===== config.mk =====
export PLATFORM = sky130hd
export DESIGN_NAME = decode_issue_stage
export DESIGN_NICKNAME = d
export VERILOG_FILES = /design/src/rtl/decode_issue_stage.sv
export SDC_FILE = /design/constraint.sdc
export NUM_CORES = 1
export LEC_CHECK = 0
export CORE_AREA = 2 2 243 245
export DETAILED_ROUTE_END_ITERATION = 10
export DIE_AREA = 0 0 245 247
export PLACE_DENSITY = 0.63
export SYNTH_ARGS = -nofsm -noshare
export SYNTH_HDL_FRONTEND = slang
export SYNTH_SLANG_ARGS = --single-unit

===== constraint.sdc =====
create_clock -name clock -period 3 [get_ports clock]
set_input_delay 0.3 -clock clock [delete_from_list [all_inputs] [get_ports clock]]
set_output_delay 0.3 -clock clock [all_outputs]
set_load 0.02 [all_outputs]

===== src/rtl/decode_issue_stage.sv =====
// Decode-to-execute pipeline register with a load-use issue interlock.
// Holds one uop under mem_stall, drops it on redirect, and counts stalls and issues.
`timescale 1ns/1ps

module decode_issue_stage #(
  parameter int UOP_W = 256,
  parameter int CNT_W = 32
) (
  input  logic             clock,
  input  logic             reset_n,
  input  logic             dec_valid,
  output logic             dec_ready,
  input  logic [UOP_W-1:0] dec_uop,
  input  logic [4:0]       dec_rs1,
  input  logic [4:0]       dec_rs2,
  input  logic             dec_src1_is_reg,
  input  logic             dec_src2_is_reg,
  input  logic [4:0]       dec_rd,
  input  logic             dec_need_to_wb,
  input  logic             dec_is_load,
  output logic             exu_valid,
  input  logic             exu_ready,
  output logic [UOP_W-1:0] exu_uop,
  output logic [4:0]       exu_rd,
  output logic             exu_need_to_wb,
  output logic             exu_is_load,
  input  logic             mem_stall,
  input  logic             redirect_valid,
  input  logic             writeback_valid,
  input  logic [4:0]       writeback_rd,
  output logic             ld_pending,
  output logic [CNT_W-1:0] stall_cnt,
  output logic [CNT_W-1:0] issue_cnt
);

  logic [4:0] ld_rd;
  logic       exu_load_wb;
  logic       hz1;
  logic       hz2;
  logic       hz_struct;
  logic       hazard;
  logic       in_fire;
  logic       out_fire;
  logic       ld_set;
  logic       ld_clear;

  // A source register matches if its value is still owed by a load, either
  // sitting in the output register or already issued and awaiting writeback.
  function automatic logic load_owes(input logic [4:0] r);
    return (exu_load_wb && (exu_rd == r)) || (ld_pending && (ld_rd == r));
  endfunction

  always_comb begin
    exu_load_wb = exu_valid & exu_is_load & exu_need_to_wb;
    hz1         = dec_src1_is_reg & (dec_rs1 != 5'd0) & load_owes(dec_rs1);
    hz2         = dec_src2_is_reg & (dec_rs2 != 5'd0) & load_owes(dec_rs2);
    hz_struct   = dec_is_load & dec_need_to_wb & (dec_rd != 5'd0) &
                  (ld_pending | exu_load_wb);
    hazard      = hz1 | hz2 | hz_struct;
    dec_ready   = reset_n & ~mem_stall & ~redirect_valid & ~hazard &
                  (~exu_valid | exu_ready);
    in_fire     = dec_valid & dec_ready;
    out_fire    = exu_valid & exu_ready & ~mem_stall;
    ld_set      = out_fire & exu_is_load & exu_need_to_wb & (exu_rd != 5'd0);
    ld_clear    = writeback_valid & (writeback_rd == ld_rd);
  end

  always_ff @(posedge clock or negedge reset_n) begin
    if (!reset_n) begin
      exu_valid      <= 1'b0;
      exu_uop        <= '0;
      exu_rd         <= 5'd0;
      exu_need_to_wb <= 1'b0;
      exu_is_load    <= 1'b0;
    end else if (redirect_valid) begin
      exu_valid <= 1'b0;
    end else if (in_fire) begin
      exu_valid      <= 1'b1;
      exu_uop        <= dec_uop;
      exu_rd         <= dec_rd;
      exu_need_to_wb <= dec_need_to_wb;
      exu_is_load    <= dec_is_load;
    end else if (out_fire) begin
      exu_valid <= 1'b0;
    end
  end

  // The tracker survives redirects: the issued load is older than the branch.
  always_ff @(posedge clock or negedge reset_n) begin
    if (!reset_n) begin
      ld_pending <= 1'b0;
      ld_rd      <= 5'd0;
    end else if (ld_set) begin
      ld_pending <= 1'b1;
      ld_rd      <= exu_rd;
    end else if (ld_clear) begin
      ld_pending <= 1'b0;
    end
  end

  always_ff @(posedge clock or negedge reset_n) begin
    if (!reset_n) begin
      stall_cnt <= '0;
      issue_cnt <= '0;
    end else begin
      if (dec_valid && !dec_ready) stall_cnt <= stall_cnt + CNT_W'(1);
      if (out_fire)                issue_cnt <= issue_cnt + CNT_W'(1);
    end
  end

endmodule


==> reports/metrics.cfg, run 1 <==
[place]
port_buffers=616
dp_hpwl_um=33200
preCtsSetupSlack_ns=0.00712
place_congestion=0.811

[timing]
final_max_slew_viol_count=0
hold_violations=0
slew_headroom_pct=44.1
fin_ws_ns=0.393
finalCriticalPeriod_ns=2.61
tightest_slew_ns=0.838
fin_crit_sh_pct=86.9
rsz0062_at_grt=false
finClkSkew_ns=0.0108
max_freq_mhz=384
fin_tns_setup_ns=0
setup-violations-final=0

[clock_tree]
cts_tree=yes
clkTransAtPathRegs_ns=0.06
cts_sinks=334
clkLatencyLatePin_ns=0.55
clock-root-buffer=clkbuf_16
cts_buffers=40
cts_buffer_depth=3
htreeDepth=2

[setup_path]
r2r_start=ld_rd[3]$_DFFE_PN0P_
cp.required_ns=2.70
reg2reg_depth=9
r2r-end=exu_uop[192]$_DFFE_PN0P_
crit_path_end_kind=output port
ff2ff_setup_slack_ns=0.53
cp_max_fo=4
arrival_ns=2.31
startpoint_type=flip-flop
criticalPathCategory=flip-flop to output port

[logic_synthesis]
synth-seq-area-share_pct=57.7
ys_warn_count=0
synth_cell_type_count=40
synthFlopType=dfrtp_1
synth_cells=898
async_flop_share_pct=100
syn_area_mm2=0.0145
synthTopCellsByArea=dfrtp_1, mux2_4, xor2_1
synth_area_per_cell_um2=16.1
synth_top_cell_by_area=dfrtp_1
synth_edf_count=0
synth_nets=1187
ys_seq_elements=334
netlist.area_leader.share_pct=57.7

[detailed_routing]
vias=9792
drt_iter0_drc=354
wl_per_cell_um=18.5
vias_per_cell=4.14
first_pass_iters=4
detail-route-antenna-nets=0
drc=0
routed_wl_um=43800

[layout]
drive_gt1_share_pct=23.4
fin_util_pct=39.5
area_delta_synth_final_pct=58.6
nets=1856

[grt]
grt.overflow.total=0
grt_max_degree=139
antenna_found_initial=1
track_usage_pct=13.9
grt_pass1_vias=10600
grt_pass1_wl_um=65500

[pwr]
powerDensity_mw_per_mm2=695
ir_worst_vdd_uv=419
leakagePower_nw=10.0

[hold_path]
hold_end=exu_uop[253]$_DFFE_PN0P_
hp-start=dec_uop[253]
hold_class=input port to flip-flop
whs_path_depth=2

[status]
outcome=finished, final reports clean

[die]
dieHeight_um=247
die_area_mm2=0.0605
ioPinCount=617
initial_utilization_pct=24.9
core_mm2=0.0582
die_x_um=245
core.rowCount=89

[job]
drv_cap=0

[critical path: stages, from the launching register on]
cell,delay (ns)
dfrtp_1,0.47
xor2_1,0.18
nor4_1,0.27
and3_1,0.18
a31oi_1,0.05
o211a_4,0.25
buf_4,0.15
dlymetal6s2s_1,0.20
[synth_stat cells (3+ instances only)]
library cell and instances:
dfrtp_1 334, mux2_4 259, xor2_1 50, nand2_1 40, xnor2_1 37, nand3_1 26
buf_8 22, and3_1 17, nor2_1 15, nor4_1 13, nor3_1 11, nand4_1 10
buf_6 8, clkbuf_1 5, or4_1 5, inv_1 4, mux2_1 4, a31oi_1 3
and2_1 3, nor4bb_1 3, o21ai_0 3
[sequential cells by signal, summed over array words and instances, names as in the netlist, 5 cells and up]
signal	cells
exu_uop	256
issue_cnt	32
stall_cnt	32
exu_rd	5
ld_rd	5
[worst max path at each step]
stage	start	end	slack [ns]	depth (start not counted)
floorplan	exu_rd[2]$_DFFE_PN0P_	exu_is_load$_DFFE_PN0P_	0.67	10
global placement	dec_rs1[3]	exu_uop[197]$_DFFE_PN0P_	0.04	8
detailed placement	dec_rs1[3]	exu_uop[2]$_DFFE_PN0P_	0.007	8
CTS	ld_rd[3]$_DFFE_PN0P_	dec_ready	0.02	7
global route	stall_cnt[4]$_DFFE_PN0P_	stall_cnt[26]$_DFFE_PN0P_	0.21	7
finish	ld_rd[3]$_DFFE_PN0P_	dec_ready	0.39	7
[layout make-up]
type                    count  area (um^2)
multi-input cells         523         5670
clock buffers              59         1180
repair buffers            664         6690
diodes                      1         2.50
fillers                  5408        35200
clock inverters             8          108
well taps                 773          967
inverters                   4         15.0
flip-flops and latches    334         8360
[per-layer routing]
layer  global-route usage [%]  part of all wire, %  vias up
met5                        0                    0        -
met4                     4.63                  2.8        0
met3                     3.80                  6.8       71
met2                     23.9                   50      357
met1                     16.9                   41     4885
li1                         -                    -     4479
[cell families (layout without fill, tap and decap cells)]
| kind of cell | Yosys count | in the layout | share of synthesized area [%] |
|---|---|---|---|
| xor gates and xnor gates | 87 | 87 | 5.26 |
| muxes | 265 | 265 | 27.3 |
| DFF | 334 | 334 | 57.7 |
| and+or+nand+nor | 157 | 157 | 5.82 |
| adders and majority gates | 2 | 2 | 0.173 |
| AOI/OAI and AO/OA | 12 | 12 | 0.596 |
| buffers and inverters | 41 | 735 | 3.20 |
| other | 0 | 1 | 0 |
[cell usage in the layout, fill, tap and decap left out, drive strengths merged, types with 4 or more instances in the layout]
master and count:
nand3 26, and3 18, nor3 11, dfrtp 334, nor4 13, inv 8, xor2 50, clkbuf 59
o21ai 4, nand4 10, nor2 15, buf 48, mux2 265, or4 5, clkdlybuf4s50 614, xnor2 37
nand2 40
[through the flow]
stage	cells	hold WS [ns]	cell area, um^2	total power, W
after detailed placement	2297	0.438	21700	0.0113
after global placement	2297	0.435	21700	0.0112
final	2366	0.358	23000	0.0160
after CTS	2365	0.309	23000	0.0162
after global routing	2366	0.309	23000	0.0167
after floorplan	898	0.00441	14500	0.00851
[what timing repair did]
item	CTS	global route
resized for setup	1	1
buffers inserted	0	0
endpoints found under the hold margin	183	0
endpoints found under the setup margin	1	1
pin swaps	0	0
hold buffers	1	0
[power breakdown]
| group | internal, W | total (W) | switching (W) | leakage, nW |
|---|---|---|---|---|
| clock network | 0.00283 | 0.00478 | 0.00195 | 0.631 |
| logic | 0.00299 | 0.00516 | 0.00217 | 5.20 |
| registers | 0.00541 | 0.00604 | 0.000627 | 4.20 |
No activity file was read; power rests on OpenSTA's default activity.
==> run 2: changes to the inputs <==
--- a/config.mk
+++ b/config.mk
@@ -6,6 +6,7 @@
 export NUM_CORES = 1
 export LEC_CHECK = 0
 export CORE_AREA = 2 2 243 245
+export CTS_CLUSTER_SIZE = 10
 export DETAILED_ROUTE_END_ITERATION = 10
 export DIE_AREA = 0 0 245 247
 export PLACE_DENSITY = 0.63
==> reports/metrics.cfg, run 2 (synthesized netlist as in run 1, its figures left out) <==
[status]
outcome=finished, final reports clean

[place]
dp_hpwl_um=33200
place_congestion=0.811
port_buffers=616
preCtsSetupSlack_ns=0.00712

[clock_tree]
post-cts-setup-buffers=0
cts_buffers=41
clock-root-buffer=clkbuf_16
clkTransAtPathRegs_ns=0.05
cts_sinks=334
htreeDepth=2
cts_tree=yes
cts_buffer_depth=3
clkLatencyLatePin_ns=0.55

[pwr]
powerDensity_mw_per_mm2=686
p_int_w=0.0110
netSwitchingFraction_pct=29.7
combPwrFrac_pct=32.9
p_seq_share_pct=38.4
net-switching-power_w=0.00466
ir_worst_vdd_uv=471
clockPowerShare_pct=28.7
leakagePower_nw=9.97

[setup_path]
critPathLaunch=ld_rd[3]$_DFFE_PN0P_
cp.required_ns=2.70
r2r-end=exu_uop[192]$_DFFE_PN0P_
cp_max_fo=4
ff2ff_setup_slack_ns=0.52
reg2reg_depth=9
crit_path_end_kind=output port
crit_chain=xor2_1, nor4_1, and3_1, a31oi_1, o211a_4, buf_4, dlymetal6s2s_1
crit_path_top_delay_cell=dfrtp_1
arrival_ns=2.31
r2r_start=ld_rd[3]$_DFFE_PN0P_
criticalPathCategory=flip-flop to output port
startpoint_type=flip-flop
critPathMaxStageDelay_ns=0.46

[layout]
diodes=0
top_regs=exu_uop (256), issue_cnt (32), stall_cnt (32)
drive_gt1_share_pct=23.1
layout_commonest_cell=clkdlybuf4s50_1
seq_area_mm2=0.00836
fin_util_pct=39.3
fillerInstances=5417
mostFrequentLayoutCells=clkdlybuf4s50_1, dfrtp_1, mux2_4, xor2_1, clkbuf_16
largest_register_ffs=256
nets=1857
area_delta_synth_final_pct=57.9
multi_input_area_mm2=0.00567
regMostFlops=exu_uop

[detailed_routing]
drc=0
vias_per_cell=4.17
wl_per_cell_um=18.6
detail-route-antenna-nets=0
first_pass_iters=4
drt_iter0_drc=308
vias=9798
routed_wl_um=43700

[die]
core.rowCount=89
die_x_um=245
die_area_mm2=0.0605
core_mm2=0.0582
initial_utilization_pct=24.9
ioPinCount=617
dieHeight_um=247

[timing]
fin_tns_setup_ns=0
fin_crit_sh_pct=86.9
fin_ws_ns=0.394
max_freq_mhz=384
slew_headroom_pct=43.4
setup-violations-final=0
tightest_slew_ns=0.850
finalCriticalPeriod_ns=2.61
final_max_slew_viol_count=0
rsz0062_at_grt=false
finClkSkew_ns=0.0160
hold_violations=0

[grt]
grt_max_degree=139
grt_pass1_wl_um=65700
grt_pass1_vias=10600
track_usage_pct=13.9
antenna_found_initial=0
grt.overflow.total=0

[hold_path]
hp-start=dec_uop[162]
hold_end=exu_uop[162]$_DFFE_PN0P_
hold_class=input port to flip-flop
whs_path_depth=2

[job]
drv_cap=0

[run 2: changes by cell type in the layout (fill, tap and decap cells not counted), sizes merged]
cell	before	now
inv	8	5
clkbuf	59	48
diode	1	0
clkinv	2	3
[run 2: critical path, delay by kind of cell (launching register included)]
kind            cells  cell delay, ns
compound gates      2            0.30
xor+xnor            1            0.18
buf+inv             2            0.35
flops               1            0.46
simple gates        2            0.45
[run 2: metrics by stage]
step	area (um^2)	total power, W	hold slack [ns]	instances
after detailed placement	21700	0.0113	0.438	2297
after global routing	22900	0.0164	0.330	2352
after global placement	21700	0.0112	0.435	2297
after floorplan	14500	0.00851	0.00441	898
final	22900	0.0157	0.363	2352
after CTS	22900	0.0160	0.310	2352
[run 2: power groups by stage]
stage | clock network [W] | registers [W] | logic [W]
after floorplan | 0 | 0.00711 | 0.00140
after global placement | 0 | 0.00607 | 0.00516
after detailed placement | 0 | 0.00609 | 0.00521
after CTS | 0.00471 | 0.00605 | 0.00523
after global routing | 0.00488 | 0.00616 | 0.00541
final | 0.00451 | 0.00604 | 0.00516
[run 2: cell type report]
cell class                 count  area share [%]
sequential                   334            36.5
timing repair buffer         664            29.2
multi-input combinational    523            24.8
clock buffer                  48            4.77
tap                          773            4.23
clock inverter                 6           0.383
inverter                       4          0.0656
[run 2: how the worst max path moves through the flow]
stage                                      endpoint  cells after the start
after detailed placement     exu_uop[2]$_DFFE_PN0P_                      8
final                                     dec_ready                      7
after floorplan             exu_is_load$_DFFE_PN0P_                     10
after CTS                                 dec_ready                      7
after global placement     exu_uop[197]$_DFFE_PN0P_                      8
after global routing      stall_cnt[26]$_DFFE_PN0P_                      7
[run 2: what timing repair did]
action                                 in CTS  in global routing
endpoints found under the hold margin     180                  0
setup endpoints to repair                   1                  1
hold buffers                                1                  0
cloned                                      0                  0
gates resized for setup                     1                  1
[run 2: metal layers]
layer	vias to the layer above	GRT usage, %	wire length, um
met3	58	3.59	2990
li1	4462	-	-
met1	4916	16.9	17800
met2	362	24.2	22000
met5	-	0	0
met4	0	3.95	909
==> run 3: changes to the inputs <==
--- a/config.mk
+++ b/config.mk
@@ -10,6 +10,7 @@
 export DETAILED_ROUTE_END_ITERATION = 10
 export DIE_AREA = 0 0 245 247
 export PLACE_DENSITY = 0.63
+export RECOVER_POWER = 25
 export SYNTH_ARGS = -nofsm -noshare
 export SYNTH_HDL_FRONTEND = slang
 export SYNTH_SLANG_ARGS = --single-unit
==> reports/metrics.cfg, run 3 (synthesized netlist as in run 1, its figures left out) <==
[layout]
regMostFlops=exu_uop
mostFrequentLayoutCells=clkdlybuf4s50_1, dfrtp_1, mux2_4, xor2_1, clkbuf_16
top_regs=exu_uop (256), issue_cnt (32), stall_cnt (32)
fillerInstances=5416
nets=1857
final_area_mm2=0.0229
drive_gt1_share_pct=22.9
area_delta_synth_final_pct=57.7
diodes=0
largest_register_ffs=256
layout_commonest_cell=clkdlybuf4s50_1

[setup_path]
cp_max_fo=3
arrival_ns=2.38
crit_chain=dlygate4sd3_1, clkbuf_1, nand3_1, a31oi_1, o211a_4, buf_4, dlymetal6s2s_1
critPathLaunch=reset_n
critPathCapture=dec_ready
r2r_start=exu_valid$_DFFE_PN0P_
reg2reg_depth=9
criticalPathCategory=input port to output port
cp.required_ns=2.70
crit_path_end_kind=output port
crit_path_top_delay_cell=dlygate4sd3_1
r2r-end=exu_uop[192]$_DFFE_PN0P_
startpoint_type=input port
ff2ff_setup_slack_ns=0.45
critPathMaxStageDelay_ns=0.56

[place]
place_area_mm2=0.0217
dp_hpwl_um=33200
port_buffers=616
place_congestion=0.811

[timing]
hold_violations=0
final_max_slew_viol_count=0
finalCriticalPeriod_ns=2.68
hold_ws_ns=0.364
fin_tns_setup_ns=0
tightest_slew_ns=1.23
finClkSkew_ns=0.0153
slew_headroom_pct=18.0
fin_crit_sh_pct=89.3
max_freq_mhz=373
setup-violations-final=0
rsz0062_at_grt=false

[clock_tree]
cts_tree=yes
cts_buffers=41
cts_buffer_depth=3
clkTransAtPathRegs_ns=0.05
htreeDepth=2
cts_sinks=334
clock-root-buffer=clkbuf_16
clkLatencyLatePin_ns=0.55

[pwr]
power_w=0.0157
powerDensity_mw_per_mm2=687
leakagePower_nw=9.96
ir_worst_vdd_uv=471

[die]
core_mm2=0.0582
dieHeight_um=247
core.rowCount=89
initial_utilization_pct=24.9
die_area_mm2=0.0605
die_x_um=245
ioPinCount=617

[grt]
grt.overflow.total=0
track_usage_pct=13.9
antenna_found_initial=0
grt_pass1_wl_um=65700
grt_pass1_vias=10600
grt_max_degree=139

[detailed_routing]
drt_iter0_drc=304
wl_per_cell_um=18.6
vias_per_cell=4.16
detail-route-antenna-nets=0
drc=0
routed_wl_um=43700
vias=9785
first_pass_iters=4

[job]
drv_cap=0

[hold_path]
hold_class=input port to flip-flop

[status]
outcome=finished, final reports clean

## run 3: cell count changes in the layout (fill, tap and decap cells not counted), sizes merged
cell	previous run	this run
buf	48	45
clkbuf	48	51
## run 3: metal layers
metal	global-route usage [%]	vias to the layer above	routed length, um
met5	0	-	0
met4	3.95	0	909
met3	3.59	58	2990
met2	24.2	362	22000
met1	16.9	4903	17700
li1	-	4462	-
## run 3: worst max-delay path, delay by kind of cell
kind	cells	cell delay, ns
AOI/OAI and AO/OA	2	0.58
buffers and inverters	4	1.35
and+or+nand+nor	1	0.14
## run 3: area by class of cell
cell class	count	area [um^2]	area share, %
clock buffer	48	1090	4.78
sequential	334	8360	36.6
timing repair buffer	664	6670	29.2
clock inverter	6	87.6	0.383
tap	773	967	4.23
inverter	4	15.0	0.0657
multi-input combinational	523	5670	24.8
## run 3: power by group
part | switching (W) | internal, W
combinational | 0.00217 | 0.00299
clock | 0.00186 | 0.00264
sequential | 0.000627 | 0.00541
## run 3: worst min-delay path by stage
| stage | slack, ns | cells past startpoint | to | startpoint |
|---|---|---|---|---|
| 2_1_floorplan | 0.004 | 0 | exu_is_load$_DFFE_PN0P_ | reset_n |
| 3_3_place_gp | 0.43 | 2 | exu_uop[125]$_DFFE_PN0P_ | reset_n |
| 3_5_place_dp | 0.44 | 2 | exu_uop[185]$_DFFE_PN0P_ | reset_n |
| 4_1_cts | 0.31 | 2 | exu_uop[7]$_DFFE_PN0P_ | dec_uop[7] |
| 5_1_grt | 0.33 | 2 | exu_uop[94]$_DFFE_PN0P_ | dec_uop[94] |
| 6_report | 0.36 | 2 | exu_uop[162]$_DFFE_PN0P_ | dec_uop[162] |
## run 3: stage by stage
stage	instances	setup WS, ns	utilization (%)
2_1_floorplan	898	0.673	-
3_3_place_gp	2297	0.0374	37.2
3_5_place_dp	2297	0.00712	37.2
4_1_cts	2352	0.0207	39.3
5_1_grt	2352	0.141	39.3
6_report	2352	0.321	39.3
## run 3: repair_timing
| action | 4_1_cts | 5_1_grt |
|---|---|---|
| endpoints found under the hold margin | 180 | 0 |
| resized for setup | 1 | 1 |
| hold buffers | 1 | 0 |
| endpoints found under the setup margin | 1 | 1 |
| setup buffers | 0 | 0 |
